## config.mk

```make
export PLATFORM = sky130hd
export DESIGN_NAME = lives_controller_flat
export DESIGN_NICKNAME = d
export VERILOG_FILES = /design/src/rtl/lives_controller_if.sv /design/src/rtl/lives_controller.sv /design/src/flat_wrapper.sv
export SDC_FILE = /design/constraint.sdc
export NUM_CORES = 1
export LEC_CHECK = 0
export ABC_AREA = 0
export CORE_AREA = 5 5 44 83
export DETAILED_ROUTE_END_ITERATION = 7
export DIE_AREA = 0 0 49 88
export HOLD_SLACK_MARGIN = 0.02
export SLEW_MARGIN = 30
export SYNTH_ARGS = -nofsm -noshare
export SYNTH_HDL_FRONTEND = slang
export SYNTH_SLANG_ARGS = --single-unit
```

## constraint.sdc

```tcl
create_clock -name clk -period 2.07 [get_ports clk]
set_input_delay 0.3105 -clock clk [delete_from_list [all_inputs] [get_ports clk]]
set_output_delay 0.3105 -clock clk [all_outputs]
set_load 0.02 [all_outputs]
```

## src/rtl/lives_controller_if.sv

```systemverilog
// Handshake bundle between the lives controller and its neighbours:
// collision/start/frame inputs in, lives and graphics enables out.
interface lives_controller_if #(
  parameter int MAX_LIVES = 2
);
  logic                 start;
  logic                 hit;
  logic                 frame_tick;
  logic [1:0]           lives;
  logic [MAX_LIVES-1:0] heart_en;
  logic                 player_en;
  logic                 game_over;
  logic                 invuln;

  modport master (
    output start, hit, frame_tick,
    input  lives, heart_en, player_en, game_over, invuln
  );

  modport slave (
    input  start, hit, frame_tick,
    output lives, heart_en, player_en, game_over, invuln
  );
endinterface

```

## src/rtl/lives_controller.sv

```systemverilog
// Player lives sequencer: start, hit edge detection, invulnerability
// window with heart blink, game over; all outputs registered.
module lives_controller #(
  parameter int MAX_LIVES     = 2,
  parameter int INVULN_FRAMES = 90,
  parameter int BLINK_FRAMES  = 8
) (
  input logic               clk,
  input logic               reset_n,
  lives_controller_if.slave bus
);
  localparam int IW = $clog2(INVULN_FRAMES + 1);
  localparam int BW = $clog2(BLINK_FRAMES + 1);

  localparam logic [1:0]    MAX_L  = 2'(MAX_LIVES);
  localparam logic [IW-1:0] INV_LD = IW'(INVULN_FRAMES);
  localparam logic [IW-1:0] INV_1  = IW'(1);
  localparam logic [BW-1:0] BLK_LS = BW'(BLINK_FRAMES - 1);

  typedef enum logic [1:0] {
    IDLE   = 2'd0,
    PLAY   = 2'd1,
    INVULN = 2'd2,
    OVER   = 2'd3
  } state_t;

  state_t               r_state;
  logic [1:0]           r_lives;
  logic [MAX_LIVES-1:0] r_heart_en;
  logic                 r_player_en;
  logic                 r_game_over;
  logic                 r_invuln;
  logic [IW-1:0]        r_inv_cnt;
  logic [BW-1:0]        r_blink_cnt;
  logic                 r_blink_ph;
  logic                 r_hit_q;

  state_t               w_state;
  logic [1:0]           w_lives;
  logic [MAX_LIVES-1:0] w_heart_en;
  logic [IW-1:0]        w_inv_cnt;
  logic [BW-1:0]        w_blink_cnt;
  logic                 w_blink_ph;
  logic                 w_hit_rise;
  logic                 w_dim;

  assign w_hit_rise = bus.hit & ~r_hit_q;

  always_comb begin
    w_state     = r_state;
    w_lives     = r_lives;
    w_inv_cnt   = r_inv_cnt;
    w_blink_cnt = r_blink_cnt;
    w_blink_ph  = r_blink_ph;
    // start outranks everything, including a coincident hit
    if (bus.start) begin
      w_state     = PLAY;
      w_lives     = MAX_L;
      w_inv_cnt   = '0;
      w_blink_cnt = '0;
      w_blink_ph  = 1'b0;
    end else begin
      case (r_state)
        IDLE: ;
        PLAY: begin
          if (w_hit_rise) begin
            if (r_lives > 2'd1) begin
              w_state     = INVULN;
              w_lives     = r_lives - 2'd1;
              w_inv_cnt   = INV_LD;
              w_blink_cnt = '0;
              w_blink_ph  = 1'b0;
            end else begin
              w_state = OVER;
              w_lives = 2'd0;
            end
          end
        end
        INVULN: begin
          if (bus.frame_tick) begin
            if (r_inv_cnt == INV_1) begin
              w_state     = PLAY;
              w_inv_cnt   = '0;
              w_blink_cnt = '0;
              w_blink_ph  = 1'b0;
            end else begin
              w_inv_cnt = r_inv_cnt - INV_1;
              if (r_blink_cnt == BLK_LS) begin
                w_blink_cnt = '0;
                w_blink_ph  = ~r_blink_ph;
              end else begin
                w_blink_cnt = r_blink_cnt + BW'(1);
              end
            end
          end
        end
        OVER: ;
        default: begin
          w_state = IDLE;
          w_lives = 2'd0;
        end
      endcase
    end
  end

  assign w_dim = (w_state == INVULN) & w_blink_ph;

  always_comb begin
    w_heart_en = '0;
    for (int i = 0; i < MAX_LIVES; i++) begin
      w_heart_en[i] = (i < int'(w_lives)) & ~w_dim;
    end
  end

  always_ff @(posedge clk or negedge reset_n) begin
    if (!reset_n) begin
      r_state     <= IDLE;
      r_lives     <= 2'd0;
      r_heart_en  <= '0;
      r_player_en <= 1'b0;
      r_game_over <= 1'b0;
      r_invuln    <= 1'b0;
      r_inv_cnt   <= '0;
      r_blink_cnt <= '0;
      r_blink_ph  <= 1'b0;
      r_hit_q     <= 1'b0;
    end else begin
      r_state     <= w_state;
      r_lives     <= w_lives;
      r_heart_en  <= w_heart_en;
      r_player_en <= (w_state == PLAY) | (w_state == INVULN);
      r_game_over <= (w_state == OVER);
      r_invuln    <= (w_state == INVULN);
      r_inv_cnt   <= w_inv_cnt;
      r_blink_cnt <= w_blink_cnt;
      r_blink_ph  <= w_blink_ph;
      r_hit_q     <= bus.hit;
    end
  end

  assign bus.lives     = r_lives;
  assign bus.heart_en  = r_heart_en;
  assign bus.player_en = r_player_en;
  assign bus.game_over = r_game_over;
  assign bus.invuln    = r_invuln;
endmodule
```

## src/flat_wrapper.sv

```systemverilog
// flat-port wrapper written by rule: the top's interface ports become plain ports
module lives_controller_flat 
#(
  parameter int MAX_LIVES     = 2,
  parameter int INVULN_FRAMES = 90,
  parameter int BLINK_FRAMES  = 8
)
  (clk, reset_n, bus_start, bus_hit, bus_frame_tick, bus_lives, bus_heart_en, bus_player_en, bus_game_over, bus_invuln);
  lives_controller_if #(.MAX_LIVES(MAX_LIVES)) bus_i ();
  input logic clk;
  input logic reset_n;
  input wire logic [$bits(bus_i.start)-1:0] bus_start;
  input wire logic [$bits(bus_i.hit)-1:0] bus_hit;
  input wire logic [$bits(bus_i.frame_tick)-1:0] bus_frame_tick;
  output wire logic [$bits(bus_i.lives)-1:0] bus_lives;
  output wire logic [$bits(bus_i.heart_en)-1:0] bus_heart_en;
  output wire logic [$bits(bus_i.player_en)-1:0] bus_player_en;
  output wire logic [$bits(bus_i.game_over)-1:0] bus_game_over;
  output wire logic [$bits(bus_i.invuln)-1:0] bus_invuln;
  assign bus_i.start = bus_start;
  assign bus_i.hit = bus_hit;
  assign bus_i.frame_tick = bus_frame_tick;
  assign bus_lives = bus_i.lives;
  assign bus_heart_en = bus_i.heart_en;
  assign bus_player_en = bus_i.player_en;
  assign bus_game_over = bus_i.game_over;
  assign bus_invuln = bus_i.invuln;
  lives_controller #(.MAX_LIVES(MAX_LIVES), .INVULN_FRAMES(INVULN_FRAMES), .BLINK_FRAMES(BLINK_FRAMES)) u_core (.clk(clk), .reset_n(reset_n), .bus(bus_i));
endmodule
```

==> flow_summary.yaml <==
yosys:
  post_synth_inst_count: 126
  seq_area_frac_synth: 0.440
  postSynth.asyncResetShare: 1.00
  netlist_area_um2: 1250
  yosys_most_used_dff: "dfrtp_1"
  synth_nets: 138
  yosysWarnings: 0
  avgSynthCellArea_um2: 9.94
  yosys_register_bits: 22
  synth_cell_types: 45
  synth-edff-count: 0
cts:
  cts_root_buffer: "clkbuf_8"
  htreeDepth: 1
  cts_sinks: 22
  cts_buffer_depth: 2
  clkSlewWorstSetupHoldPaths_ns: 0.08
  cts-buffers-inserted: 3
  worstSkewPairLatency_ns: 0.27
  cts_hold_buf: 0
  cts_tree: "built"
setup_path:
  critPathMaxFanout: 3
  crit_start: "u_core.r_inv_cnt[0]"
  cp_slowest_stage_delay_ns: 0.42
  rr_startpoint: "u_core.r_inv_cnt[0]"
  critical_path_class: "flop to flop"
  end_kind: "flop"
  critPathRequiredTime_ns: 2.21
  critical-path-top-delay-family: "compound AO/OA/AOI/OAI gates"
  cp_data_arrival_time_ns: 2.10
  path_buf_inv: 0
  crit_slowest_cell: "dfrtp_1"
  worstSetupStartpointType: "flop"
  worstPathCellList: "ha_4, nor3b_4, a31o_1, a211oi_2, ha_2, nor3b_2, a22oi_1"
layout:
  drive_gt1_frac: 0.302
  layout_commonest_cell: "dfrtp_1"
  diodes: 0
  syn2layout_area_growth_pct: 34.3
  seq_area_um2: 551
  n_fill_cell: 263
  mostFrequentLayoutCells: "dfrtp_1 (22), buf_4 (21), clkdlybuf4s50_1 (11), nand2_1 (9), a21oi_1 (9)"
  multi_input_area_um2: 721
  final_nets: 172
grt:
  grt_pass1_wl_mm: 5.46
  grt_util_all_layers: 0.162
  grt_max_degree: 23
  grt_overflow_total: 0
  antenna_found_initial: 0
  grt_pass1_vias: 1205
floorplan:
  die_y_um: 88
  start_util: 0.426
  core_area_um2: 2940
  ios: 12
  fp.dieW_um: 49
  rows: 28
  die-area_um2: 4310
place:
  io_buffers: 11
  place_congestion: 0.830
  dp_slack_ns: -0.264
  hpwl_mm: 2.47
sta:
  finalClockSkew_ns: 0.00321
  finalSetupViolations: 0
  slew_viol_final: 0
  clock.fmax_ghz: 0.509
  finalCriticalPeriod_ns: 1.96
  whs_ns: 0.393
  fin_crit_sh: 0.949
  timing.slew.headroom: 0.735
  worst_slack_ns: 0.105
  tightest_slew_ns: 0.394
  finalHoldViolations: 0
routing:
  met1_length_mm: 1.14
  drtAntennaViolNets: 0
  drt-vias-per-instance: 5.78
  vias: 1092
  wl_met3_um: 118
  dr.pass1.iters: 5
  met2_length_mm: 1.80
  routed_wl_mm: 3.19
  wl_per_cell_um: 16.9
  route.detailed.drc: 0
  first_iter_violations: 30
  routed.top_layer: "met4"
power_and_ir_drop:
  leakagePower_nw: 0.734
  pwr_density_cell_nw_per_um2: 1210
  vdd_drop_max_mv: 0.773
  total_power_mw: 2.04
worst_hold_path:
  hp-class: "input pin to async pin"
flow_run:
  drv_cap: 0
status:
  status: "complete, no violations"
==> metal layers <==
| metal | global-route usage | vias up |
|---|---|---|
| li1 | - | 523 |
| met1 | 0.165 | 528 |
| met2 | 0.307 | 30 |
| met3 | 0.0153 | 11 |
| met4 | 0.100 | 0 |
| met5 | 0 | - |
==> cell type report <==
class	count	share of cell area
clock buffer	3	0.0246
clock inverter	1	0.0179
inverter	9	0.0201
multi-input combinational	92	0.429
sequential	22	0.327
tap	30	0.0223
timing repair buffer	32	0.159
==> sequential cells by signal, summed over array words and instances (netlist names) <==
name                  flops
u_core.bus.game_over      1
u_core.bus.heart_en       2
u_core.bus.invuln         1
u_core.bus.lives          2
u_core.bus.player_en      1
u_core.r_blink_cnt        4
u_core.r_blink_ph         1
u_core.r_hit_q            1
u_core.r_inv_cnt          7
u_core.r_state            2
==> path summary, 6_finish.rpt <==
path,slack [ns],cells after the start,to
max,0.11,7,u_core.bus.heart_en[0]
min,0.39,2,u_core.r_blink_cnt[3]
max reg2reg,0.11,7,u_core.bus.heart_en[0]
min reg2reg,0.52,2,u_core.r_blink_cnt[1]
max in group asynchronous,1.45,2,u_core.r_hit_q
min in group clk,0.52,2,u_core.r_blink_cnt[1]
==> through the flow <==
stage / util / cells / cell area [um^2] / setup TNS [ns]
4_1_cts: 0.544 / 185 / 1600 / 0
3_5_place_dp: 0.515 / 181 / 1520 / -0.589
2_1_floorplan: - / 126 / 1250 / 0
5_1_grt: 0.571 / 189 / 1680 / -0.00459
6_report: 0.571 / 189 / 1680 / 0
3_3_place_gp: 0.515 / 181 / 1520 / -0.399
==> power by group <==
group	total, mW	internal, mW	switching (mW)	leakage (nW)
Sequential	0.592	0.513	0.0785	0.279
Combinational	1.04	0.515	0.521	0.419
Clock	0.408	0.259	0.149	0.0357
Total	2.04	1.29	0.749	0.734
==> worst reg2reg max path, delay by kind of cell (launching register included) <==
family	cells	cell delay (ns)
AO/OA/AOI/OAI	3	0.67
adder cells (fa/ha/maj)	2	0.40
flip-flops	1	0.42
AND/OR/NAND/NOR	2	0.34
==> timing repair <==
action / 4_1_cts / 5_1_grt
resized for setup: 3 / 12
setup buffers: 0 / 4
pin swaps: 0 / 4
endpoints found under the setup margin: 2 / 4
==> synthesized netlist by cell type, drive strengths merged, types with 2 or more instances <==
master   number  area, um^2
dfrtp        22         551
o21ai        11        55.1
nand2        10        40.0
a21oi         9        45.0
inv           9        33.8
nor2          9        33.8
ha            7        87.6
nand2b        4        25.0
o22ai         4        25.0
nand3         3        15.0
nor3b         3        27.5
a211oi        2        15.0
a21boi        2        26.3
a21o          2        16.3
a31o          2        17.5
clkbuf        2        7.51
nand3b        2        27.5
o2bb2ai       2        17.5
or3           2        12.5
==> cell families after synthesis <==
kind of cell | Yosys count | share of synthesized area
XOR/XNOR | 1 | 0.00699
buffers and inverters | 12 | 0.0370
AO/OA/AOI/OAI | 40 | 0.212
adder cells (fa/ha/maj) | 7 | 0.0699
flip-flops | 22 | 0.440
multiplexers | 1 | 0.0120
AND/OR/NAND/NOR | 43 | 0.223
(Power assumes the default switching activity.)
